$ cat src/rtl/div_rr_sched.sv
// div_rr_sched
//   Iterative restoring divider (one quotient bit per clock) shared by two
//   requesters through a round-robin arbiter. Returns quotient, remainder and a
//   divide-by-zero flag, all registered and held until the next done pulse.
//
// Ports
//   clk, rst        clock (rising edge), synchronous active-high reset
//   req0/a0/b0      requester 0: request, dividend, divisor (held until gnt0)
//   req1/a1/b1      requester 1: request, dividend, divisor (held until gnt1)
//   gnt0/gnt1       combinational accept strobes, only ever asserted in IDLE
//   busy            high while a divide is in RUN or DONE
//   done            one-cycle pulse, results valid
//   done_id         requester that owns the current results
//   quotient        registered quotient
//   remainder       registered remainder
//   div_zero        registered, set when the divisor was zero
module div_rr_sched #(
  parameter int unsigned WIDTH = 4
) (
  input  logic             clk,
  input  logic             rst,
  input  logic             req0,
  input  logic [WIDTH-1:0] a0,
  input  logic [WIDTH-1:0] b0,
  input  logic             req1,
  input  logic [WIDTH-1:0] a1,
  input  logic [WIDTH-1:0] b1,
  output logic             gnt0,
  output logic             gnt1,
  output logic             busy,
  output logic             done,
  output logic             done_id,
  output logic [WIDTH-1:0] quotient,
  output logic [WIDTH-1:0] remainder,
  output logic             div_zero
);

  localparam int unsigned    CW   = $clog2(WIDTH);
  localparam logic [CW-1:0]  LAST = CW'(WIDTH - 1);

  typedef enum logic [1:0] {
    S_IDLE,
    S_RUN,
    S_DONE
  } state_t;

  state_t            r_state;
  state_t            w_state_nxt;

  // Working registers of the divide in progress
  logic [WIDTH-1:0]  r_a;        // dividend shifting out, quotient shifting in
  logic [WIDTH-1:0]  r_b;        // divisor
  logic [WIDTH-1:0]  r_p;        // partial remainder
  logic [CW-1:0]     r_cnt;      // step counter
  logic              r_id;       // owner of the divide in progress
  logic              r_last;     // last requester granted

  // Result registers
  logic [WIDTH-1:0]  r_quotient;
  logic [WIDTH-1:0]  r_remainder;
  logic              r_div_zero;
  logic              r_done_id;

  // Arbitration
  logic              w_any;
  logic              w_gid;
  logic [WIDTH-1:0]  w_sel_a;
  logic [WIDTH-1:0]  w_sel_b;
  logic              w_b_zero;

  // One restoring step
  logic [WIDTH:0]    w_p_sh;
  logic [WIDTH:0]    w_t;
  logic [WIDTH-1:0]  w_p_nxt;
  logic [WIDTH-1:0]  w_a_sh;
  logic              w_last_step;

  // -------------------------------------------------------------------------
  // Arbitration: a lone request wins; with both pending the requester that
  // was not granted last wins. r_last resets to 1 so req0 wins first.
  // -------------------------------------------------------------------------
  always_comb begin
    w_any    = req0 | req1;
    w_gid    = (req0 & req1) ? ~r_last : req1;
    w_sel_a  = w_gid ? a1 : a0;
    w_sel_b  = w_gid ? b1 : b0;
    w_b_zero = (w_sel_b == '0);
  end

  // -------------------------------------------------------------------------
  // Restoring step. The shifted partial remainder and the trial difference
  // are WIDTH+1 bits so a divisor with its MSB set cannot overflow. The
  // stored remainder is always below the divisor, so it is kept at WIDTH
  // bits; its top bit would be constant zero.
  // -------------------------------------------------------------------------
  always_comb begin
    w_p_sh      = {r_p, r_a[WIDTH-1]};
    w_t         = w_p_sh - {1'b0, r_b};
    w_p_nxt     = w_t[WIDTH] ? w_p_sh[WIDTH-1:0] : w_t[WIDTH-1:0];
    w_a_sh      = {r_a[WIDTH-2:0], ~w_t[WIDTH]};
    w_last_step = (r_cnt == LAST);
  end

  // -------------------------------------------------------------------------
  // FSM: state register
  // -------------------------------------------------------------------------
  always_ff @(posedge clk) begin
    if (rst) begin
      r_state <= S_IDLE;
    end else begin
      r_state <= w_state_nxt;
    end
  end

  // -------------------------------------------------------------------------
  // FSM: next state
  // -------------------------------------------------------------------------
  always_comb begin
    w_state_nxt = r_state;
    case (r_state)
      S_IDLE: begin
        if (w_any) begin
          w_state_nxt = w_b_zero ? S_DONE : S_RUN;
        end
      end
      S_RUN: begin
        if (w_last_step) begin
          w_state_nxt = S_DONE;
        end
      end
      S_DONE: begin
        w_state_nxt = S_IDLE;
      end
      default: begin
        w_state_nxt = S_IDLE;
      end
    endcase
  end

  // -------------------------------------------------------------------------
  // FSM: outputs. Grants are masked during the reset cycle.
  // -------------------------------------------------------------------------
  always_comb begin
    gnt0 = 1'b0;
    gnt1 = 1'b0;
    busy = 1'b0;
    done = 1'b0;
    case (r_state)
      S_IDLE: begin
        if (!rst && w_any) begin
          gnt0 = ~w_gid;
          gnt1 = w_gid;
        end
      end
      S_RUN: begin
        busy = 1'b1;
      end
      S_DONE: begin
        busy = 1'b1;
        done = 1'b1;
      end
      default: begin
        busy = 1'b0;
      end
    endcase
  end

  // -------------------------------------------------------------------------
  // Datapath. Results are loaded on the edge that enters DONE so they change
  // only together with the done pulse and are held until the next one.
  // -------------------------------------------------------------------------
  always_ff @(posedge clk) begin
    if (rst) begin
      r_a         <= '0;
      r_b         <= '0;
      r_p         <= '0;
      r_cnt       <= '0;
      r_id        <= 1'b0;
      r_last      <= 1'b1;
      r_quotient  <= '0;
      r_remainder <= '0;
      r_div_zero  <= 1'b0;
      r_done_id   <= 1'b0;
    end else begin
      case (r_state)
        S_IDLE: begin
          if (w_any) begin
            r_a    <= w_sel_a;
            r_b    <= w_sel_b;
            r_p    <= '0;
            r_cnt  <= '0;
            r_id   <= w_gid;
            r_last <= w_gid;
            if (w_b_zero) begin
              r_quotient  <= '1;
              r_remainder <= w_sel_a;
              r_div_zero  <= 1'b1;
              r_done_id   <= w_gid;
            end
          end
        end
        S_RUN: begin
          r_a   <= w_a_sh;
          r_p   <= w_p_nxt;
          r_cnt <= r_cnt + CW'(1);
          if (w_last_step) begin
            r_quotient  <= w_a_sh;
            r_remainder <= w_p_nxt;
            r_div_zero  <= 1'b0;
            r_done_id   <= r_id;
          end
        end
        default: begin
          r_cnt <= '0;
        end
      endcase
    end
  end

  assign quotient  = r_quotient;
  assign remainder = r_remainder;
  assign div_zero  = r_div_zero;
  assign done_id   = r_done_id;

endmodule

$ cat config.mk
export PLATFORM = sky130hd
export DESIGN_NAME = div_rr_sched
export DESIGN_NICKNAME = d
export VERILOG_FILES = /design/src/rtl/div_rr_sched.sv
export SDC_FILE = /design/constraint.sdc
export NUM_CORES = 1
export LEC_CHECK = 0
export BUFFER_PORTS_ARGS = -buffer_cell sky130_fd_sc_hd__buf_2
export CAP_MARGIN = 20
export CORE_ASPECT_RATIO = 1.25
export CORE_UTILIZATION = 32
export CTS_BUF_LIST = sky130_fd_sc_hd__clkbuf_8
export CTS_CLUSTER_DIAMETER = 120
export DETAILED_ROUTE_END_ITERATION = 6
export HOLD_SLACK_MARGIN = 0.03
export PLACE_DENSITY = 0.58
export SLEW_MARGIN = 20
export SYNTH_ARGS = -nofsm -noshare
export SYNTH_HDL_FRONTEND = slang
export SYNTH_SLANG_ARGS = --single-unit
$ cat constraint.sdc
create_clock -name clk -period 4.1 [get_ports clk]
set_input_delay 0.41 -clock clk [delete_from_list [all_inputs] [get_ports clk]]
set_output_delay 0.41 -clock clk [all_outputs]
set_load 0.05 [all_outputs]
==> results of run 1 <==
[per-stage QoR]
step / instances / power, mW / worst slack [ns] / util (%) / hold slack [ns]
final: 268 / 1.42 / 1.50 / 38.2 / 0.457
after global routing: 268 / 1.55 / 1.29 / 38.2 / 0.484
after global placement: 264 / 1.27 / 1.62 / 37.0 / 0.439
after floorplan: 181 / 1.13 / 1.73 / - / 0.432
after CTS: 268 / 1.44 / 1.50 / 38.2 / 0.459
after detailed placement: 264 / 1.26 / 1.54 / 37.0 / 0.443
[path summary, 6_finish.rpt]
| kind | from | end | slack, ns |
|---|---|---|---|
| worst max-delay path | r_a[3] | remainder[1] | 1.50 |
| worst min-delay path | r_a[1] | r_a[1] | 0.46 |
| worst max register to register | r_a[3] | remainder[1] | 1.50 |
| worst min register to register | r_a[1] | r_a[1] | 0.46 |
[cells in the final DEF, fill, tap and decap left out]
cell       n
or4_4      1
a21boi_4   1
nor3b_1    1
fa_1       1
a311oi_1   1
xor2_1     2
and2_1     3
o41ai_1    3
a211o_1    1
nor3_1     7
nor2_1    19
or3_1      4
nand3_1    5
mux2_2     2
o21a_1     1
nor4_1     1
a21oi_1   15
a211oi_1   9
nand2_1   10
buf_2     33
and3_1     2
o21ai_0    9
inv_1     11
clkbuf_8   4
dfxtp_1   28
o221ai_2   1
o211ai_1   1
nand2b_1   2
nor4_2     1
xnor2_1    1
a31o_2     1
ha_1       8
nor2b_1    3
mux2i_1   15
buf_4      1
[power by group through the flow]
stage	logic, mW	registers (mW)	clock network, mW
finish	0.835	0.419	0.170
CTS	0.841	0.420	0.177
floorplan	0.587	0.540	0
detailed placement	0.836	0.427	0
global placement	0.839	0.427	0
global route	0.927	0.435	0.192
[area by class of cell]
| cell class | count | area [um2] |
|---|---|---|
| flip-flops and latches | 28 | 561 |
| inverters | 11 | 41.3 |
| clock buffers | 4 | 55.1 |
| repair buffers | 34 | 173 |
| multi-input cells | 131 | 902 |
| well taps | 60 | 75.1 |
| fillers | 523 | 2920 |
[metal layers]
layer,share of wire [%],up-vias,track usage [%]
met5,0,-,0
met4,0.65,0,4.67
met3,2.4,2,1.70
met2,51,20,24.8
met1,46,616,17.9
li1,-,691,-
[state kept, by name, summed over array words and instances (netlist names), 2 cells and up]
signal     flops
r_p            4
quotient       4
r_state        2
r_b            4
r_cnt          2
remainder      4
r_a            4
[worst max-delay path, delay by kind of cell, from the launching register on]
kind                       cells  cell delay (ns)
buffers and inverters          1             0.06
AOI/OAI and AO/OA              2             0.47
muxes                          1             0.41
and+or+nand+nor                1             0.16
adders and majority gates      2             0.60
DFF                            1             0.33
xor gates and xnor gates       1             0.47
[Yosys cell counts, types with 2 or more instances]
cell / number / share of area (%)
buf_4: 2 / 0.95
o41ai_1: 3 / 1.7
xor2_1: 2 / 1.1
mux2i_1: 15 / 9.5
and2_1: 3 / 1.2
nand3_1: 5 / 1.6
o21ai_0: 9 / 2.9
nor2b_1: 3 / 1.2
nor3_1: 7 / 2.2
mux2_2: 2 / 1.4
and3_1: 2 / 0.79
nand2_1: 10 / 2.4
nor2_1: 19 / 4.5
nand2b_1: 2 / 0.79
buf_6: 3 / 2.1
dfxtp_1: 28 / 36
inv_1: 11 / 2.6
or3_1: 4 / 1.6
ha_1: 8 / 6.4
a21oi_1: 15 / 4.8
a211oi_1: 9 / 4.3
clkbuf_1: 5 / 1.2
[kinds of logic (layout without fill, tap and decap cells)]
logic type | Yosys count | after routing | synth area share, %
simple gates | 59 | 59 | 18.7
buf+inv | 22 | 49 | 7.15
flops | 28 | 28 | 35.6
mux | 17 | 17 | 11.0
fa+ha+maj | 9 | 9 | 7.63
xor+xnor | 3 | 3 | 1.67
compound gates | 43 | 43 | 18.3
==> summary.md, run 1 <==
The transition at the pin with the smallest max-transition slack came out at 0.916 ns. The analysis attributes to cell leakage a power of 0.776 nW. The number of buffer cells added on primary ports works out to 33. The final instance area is 1810 um2. The power density relative to cell area came out at 788 nW/um2. The run gives 2.77 ns as the worst path arrival time.

VDD sags by at most 0.343 mV. The run gives 0 as the antenna diode instance count. The die span in x was 64.8 um; the proportion of synthesized chip area in sequential cells was 35.6%. For this run the aggregate overflow at the end of global routing stands at 0.

The share of final-layout standard cells stronger than drive strength 1 works out to 21.6%. Kind of capture point of the worst setup path: a register. In the routed design, unresolved DRC markers number 0.

After clock tree synthesis, the clock-pin slew on the worst setup and hold paths is 0.09 ns. Along the worst path, the maximum fanout reaches 6. The worst setup path is launched from a register.

Wires add up to 3410 um. The maximum clock frequency was 385 MHz; the post-synthesis instance total was 181. The run gives 38.9% as the headroom to the max-slew limit. The HPWL after detailed placement is 2610 um, and the number of antenna violations at the first check in global routing is 0. The total clock sinks was 28; the initial standard-cell utilization of the core was 33.3%. The synthesis-to-finish area growth came out at 14.7%.

Source-to-sink clock delay at the later pin of the worst-skew pair: 0.27 ns. The detailed router finished its first iteration with 43 violations. The run gives 1 as the CTS H-tree depth. In the final routed layout, each cell accounts on average for 12.7 um. The post-cts repair resize count is 0, and the number of global-route vias before repair is 1263. During I/O placement, the number of pins put on the boundary was 34.

The Yosys step of the flow raised 0 warnings. The post-route clock period utilization was 63.3%. For the sequential power share, the log shows 29.4%. The core region is 4730 um2. The number of standard-cell rows in the floorplan is 28. Summing all placed instances gives a cell area of 1750 um2. The die span in y was 80.4 um; the combined area of all synthesized cells was 1580 um2.

The run gives 1329 as the total number of vias. The number of setup buffers added after CTS is 0. The run finished with clean final reports. The type of the worst setup path is register to register. The floorplan step defined a die boundary enclosing 5210 um2. Global placement routability congestion: 0.823. In the synthesized netlist the async set-or-reset flop fraction comes to 0%. Worst reg-to-reg path cell count: 8.

The count of flip-flops with a built-in enable after synthesis was 0; the maximum clock insertion buffer count was 2. For this run, the slowest stage of the critical path takes 0.47 ns. The number of vias per cell after detailed routing works out to 4.96. Setup repair after global routing left no endpoint under its margin. The primary flip-flop cell chosen by synthesis mapping was dfxtp_1. After synthesis, the mean cell area works out to 8.70 um2. Setup violations remaining at the end of the flow were counted as 0. Number of hold violations in the final report: 0. Combinational power share: 58.7%. Internal portion of total power: 0.733 mW.

The logs give 238 for the final layout net count and 0 for the number of max-capacitance violations reported. The switching share of total power works out to 48.5%. In this run the worst hold path is classified as register to register. The clock arrives with 0.00305 ns of skew.

The first global-routing pass estimated 5770 um of wire. The first detailed-routing pass ran for 4 iterations. Cell at the root of the clock tree: clkbuf_8. The cell depth of the worst min-delay path came out at 2. In this run, CTS created clock tree buffers numbering 3.

The power share of the clock group came out at 11.9%. The run gives 14.2% as the overall routing resource usage. Counting distinct cell types in the post-synthesis netlist gives 36. The run gives 0 as the final-report max-slew violation count.

Hold repair after CTS inserted 0 buffers. TritonCTS built the clock tree. Among all stages on the critical path, the largest delay is contributed by xor2_1. Entering global routing, the biggest net connects 33 pins. Walking the worst path, the cells encountered are inv_1, ha_1, fa_1, nand2b_1, a21oi_1, xor2_1, mux2_2, o41ai_1. Number of nets produced by synthesis: 210. Counting flops and latches in the post-synthesis netlist gives 28. For the finished layout, the period the worst path requires is 2.60 ns.

Summed over all nets, the switching power comes to 0.691 mW. Once detail routing completed, the nets flagged for antenna violations numbered 0. At the worst endpoint, the required time is 4.27 ns. The final total negative setup slack is 0 ns.
No activity file was read; power rests on OpenSTA's default activity.
==> run 2: changes to the inputs <==
--- a/config.mk
+++ b/config.mk
@@ -13,7 +13,7 @@
 export CTS_CLUSTER_DIAMETER = 120
 export DETAILED_ROUTE_END_ITERATION = 6
 export HOLD_SLACK_MARGIN = 0.03
-export PLACE_DENSITY = 0.58
+export PLACE_DENSITY = 0.6
 export SLEW_MARGIN = 20
 export SYNTH_ARGS = -nofsm -noshare
 export SYNTH_HDL_FRONTEND = slang
==> constraint.sdc (replaced) <==
create_clock -name clk -period 2.3 [get_ports clk]
set_input_delay 0.23 -clock clk [delete_from_list [all_inputs] [get_ports clk]]
set_output_delay 0.23 -clock clk [all_outputs]
set_load 0.05 [all_outputs]
==> run 2 against run 1 <==
  * Maximum frequency increased by 20%
  * Via count up 3.6%
  * Power up 92%
  * Register-to-register slack worse by 1.4 ns
  * Highest routed layer unchanged
  * Clock power grew 62%
  * Sequential cell count stayed put
  * Die area unchanged
==> summary.md, run 2 (same netlist as run 1, synthesis figures left out) <==
The number of vias per cell after detailed routing was 4.97 (+0.25%); the maximum number of pins on one net before global-route repair was 32 (-3.0%). The total clock buffers created by CTS was 3 (unchanged); the post-CTS clock slew at the launch and capture registers of the worst setup and hold paths was 0.10 ns (about the same). The logs give 0 (unchanged) for the number of max-capacitance violations reported and 15.4% (+1.1 points) for the overall routing resource usage. The standard cell core area is 4730 um2 (unchanged), and the sequential cell area is 562 um2 (+0.22%). In the layout the commonest cells are 33 x buf_2, 27 x dfxtp_1, 19 x nor2_1. The tools report the number of antenna violations at the first check in global routing as 0 (unchanged). Setup repair after global routing left no endpoint under its margin.

The total placed cells including tap cells was 272 (+3.0%). The number of optimization iterations in the first detailed-route pass is 4 (unchanged). The synthesis-to-finish area growth is 22.1%, and the worst setup slack after layout is 0.131 ns (-1.37 ns).

The largest fanout on the critical path is 3 (-3). The delay of the slowest critical-path stage was 0.36 ns (-0.11 ns). The post-detailed-route count of antenna-violating nets is 0 (unchanged), and the source-to-sink clock delay at the later pin of the worst-skew pair is 0.28 ns (about the same).

The total number of vias was 1377 (+3.6%); the utilization after layout was 40.7% (+2.5 points). The run gives 28 (unchanged) as the total clock sinks. The number of standard cells in the final layout excluding fillers came out at 277 (+3.4%). The worst path arrival time was 2.38 ns (-0.39 ns); the final count of negative-setup-slack endpoints was 0 (unchanged). The run finished with clean final reports. The signal on the critical path passes through inv_1, ha_2, fa_2, nand2b_4, a21oi_4, xor2_2, buf_4, mux2_2, o221ai_2. For the I/O pin count, the log shows 34 (unchanged).

The worst setup timing slack at the placement stage was -0.0349 ns (-1.57 ns); the maximum clock frequency was 461 MHz (+20%). The endpoint required time on the critical path was 2.51 ns (-1.76 ns). The run gives 0 ns (unchanged) as the final total negative setup slack.

TritonCTS built the clock tree. Die span in x: 64.8 um (unchanged). First-pass GRT wire length: 6250 um (+8.4%). The worst setup path is launched from a register. Leaving out fill and tap cells, the most frequent cell in the layout is buf_2.

The CTS H-tree depth is 1 (unchanged). The final-report max-slew violation count is 0 (unchanged). The slowest stage of the critical path belongs to the cell fa_2. Count of hold buffers inserted by post-cts repair: 0 (unchanged). The cell sitting at the root of the clock tree is a clkbuf_8. Final routed wirelength across all metal layers: 3560 um (+4.5%). Number of hold violations in the final report: 0 (unchanged).

Die span in y: 80.4 um (unchanged). The worst clock skew on the final layout is 0.00365 ns (+0.000602 ns), and the HPWL after detailed placement is 2740 um (+5.0%). The power density relative to cell area is 1420 nW/um2 (+81%). The minimum clock period came out at 2.17 ns (-0.428 ns). The post-route clock period utilization was 94.3% (+31 points).

The maximum clock insertion buffer count is 2 (unchanged). The cell leakage power is 0.838 nW (+8.0%). The share of final-layout standard cells stronger than drive strength 1 was 29.0% (+7.4 points).

The antenna diode instance count came out at 0 (unchanged). The largest voltage drop on the vdd net came out at 0.910 mV (+170%). The mean routed wirelength per cell is 12.9 um (+1.1%). For the initial standard-cell utilization of the core, the log shows 33.3% (unchanged). The transition at the pin with the smallest max-transition slack works out to 0.534 ns (-0.383 ns). The floorplan die area was 5210 um2 (unchanged).

The run gives 0 (unchanged) as the global route total overflow. The logs give 28 (unchanged) for the number of standard-cell rows in the floorplan and 64.4% (+26 points) for the headroom to the max-slew limit. The tools report the number of DRC markers in iteration 0 as 27 (-37%).

Final-layout fill cell count: 511 (-2.3%). The tools report the number of global-route vias before repair as 1349 (+6.8%). STA classifies the critical path endpoint as a register. The tools report the multi-input logic area as 956 um2 (+6.0%).

The tightest min-delay check is of the input port to register type. Type of the worst setup path: register to register. The global placement routability congestion was 0.847 (+3.0%); the number of buffer cells added on primary ports was 33 (unchanged).

The run gives 0 (unchanged) as the remaining design rule violation count. The run gives 248 (+4.2%) as the final layout net count.
-- run 2: changes by cell type in the layout (fill, tap and decap cells not counted), moves of 2 or more --
cell,change
o41ai_1,-2
buf_4,+10
a21oi_1,-2
o41ai_2,+2
-- run 2: power by group --
| group | internal [mW] | switching, mW |
|---|---|---|
| Sequential | 0.653 | 0.0970 |
| Combinational | 0.656 | 1.06 |
| Clock | 0.118 | 0.158 |
| Total | 1.43 | 1.31 |
-- run 2: area by class of cell --
class / instances / area share [%]
Multi-Input combinational cell: 131 / 49.7
Sequential cell: 28 / 29.2
Timing Repair Buffer: 44 / 12.9
Tap cell: 60 / 3.90
Clock buffer: 3 / 2.15
Inverter: 11 / 2.15
-- run 2: path summary, 6_finish.rpt --
kind	slack [ns]	startpoint	depth (start not counted)	to
setup / recovery	0.13	r_a[3]	9	remainder[0]
hold / removal	0.28	req1	3	r_last
setup reg to reg	0.13	r_a[3]	9	remainder[0]
hold reg to reg	0.46	r_a[3]	2	r_a[3]
-- run 2: worst max-delay path, delay by kind of cell, from the launching register on --
| family | cells | cell delay (ns) |
|---|---|---|
| flops | 1 | 0.33 |
| simple gates | 1 | 0.15 |
| compound gates | 2 | 0.31 |
| mux | 1 | 0.34 |
| buf+inv | 2 | 0.20 |
| fa+ha+maj | 2 | 0.55 |
| xor+xnor | 1 | 0.22 |
-- run 2: timing repair --
| item | in CTS | in global routing |
|---|---|---|
| gates cloned | 0 | 0 |
| setup endpoints to repair | 1 | 8 |
| pin swaps | 2 | 3 |
| buffers inserted | 1 | 1 |
| hold endpoints to repair | 0 | 0 |
| gates resized for setup | 2 | 7 |
-- run 2: per-layer routing --
metal / wire length [um] / GRT usage (%) / up-vias
li1: - / - / 709
met1: 1670 / 19.4 / 648
met2: 1770 / 26.3 / 16
met3: 76 / 1.70 / 4
met4: 46 / 6.00 / 0
met5: 0 / 0 / -
-- run 2: through the flow --
stage | hold WS [ns] | area (um2) | power, mW
after floorplan | 0.407 | 1590 | 2.03
after global placement | 0.441 | 1820 | 2.35
after detailed placement | 0.445 | 1820 | 2.36
after CTS | 0.277 | 1880 | 2.68
after global routing | 0.304 | 1920 | 2.97
final | 0.284 | 1920 | 2.74
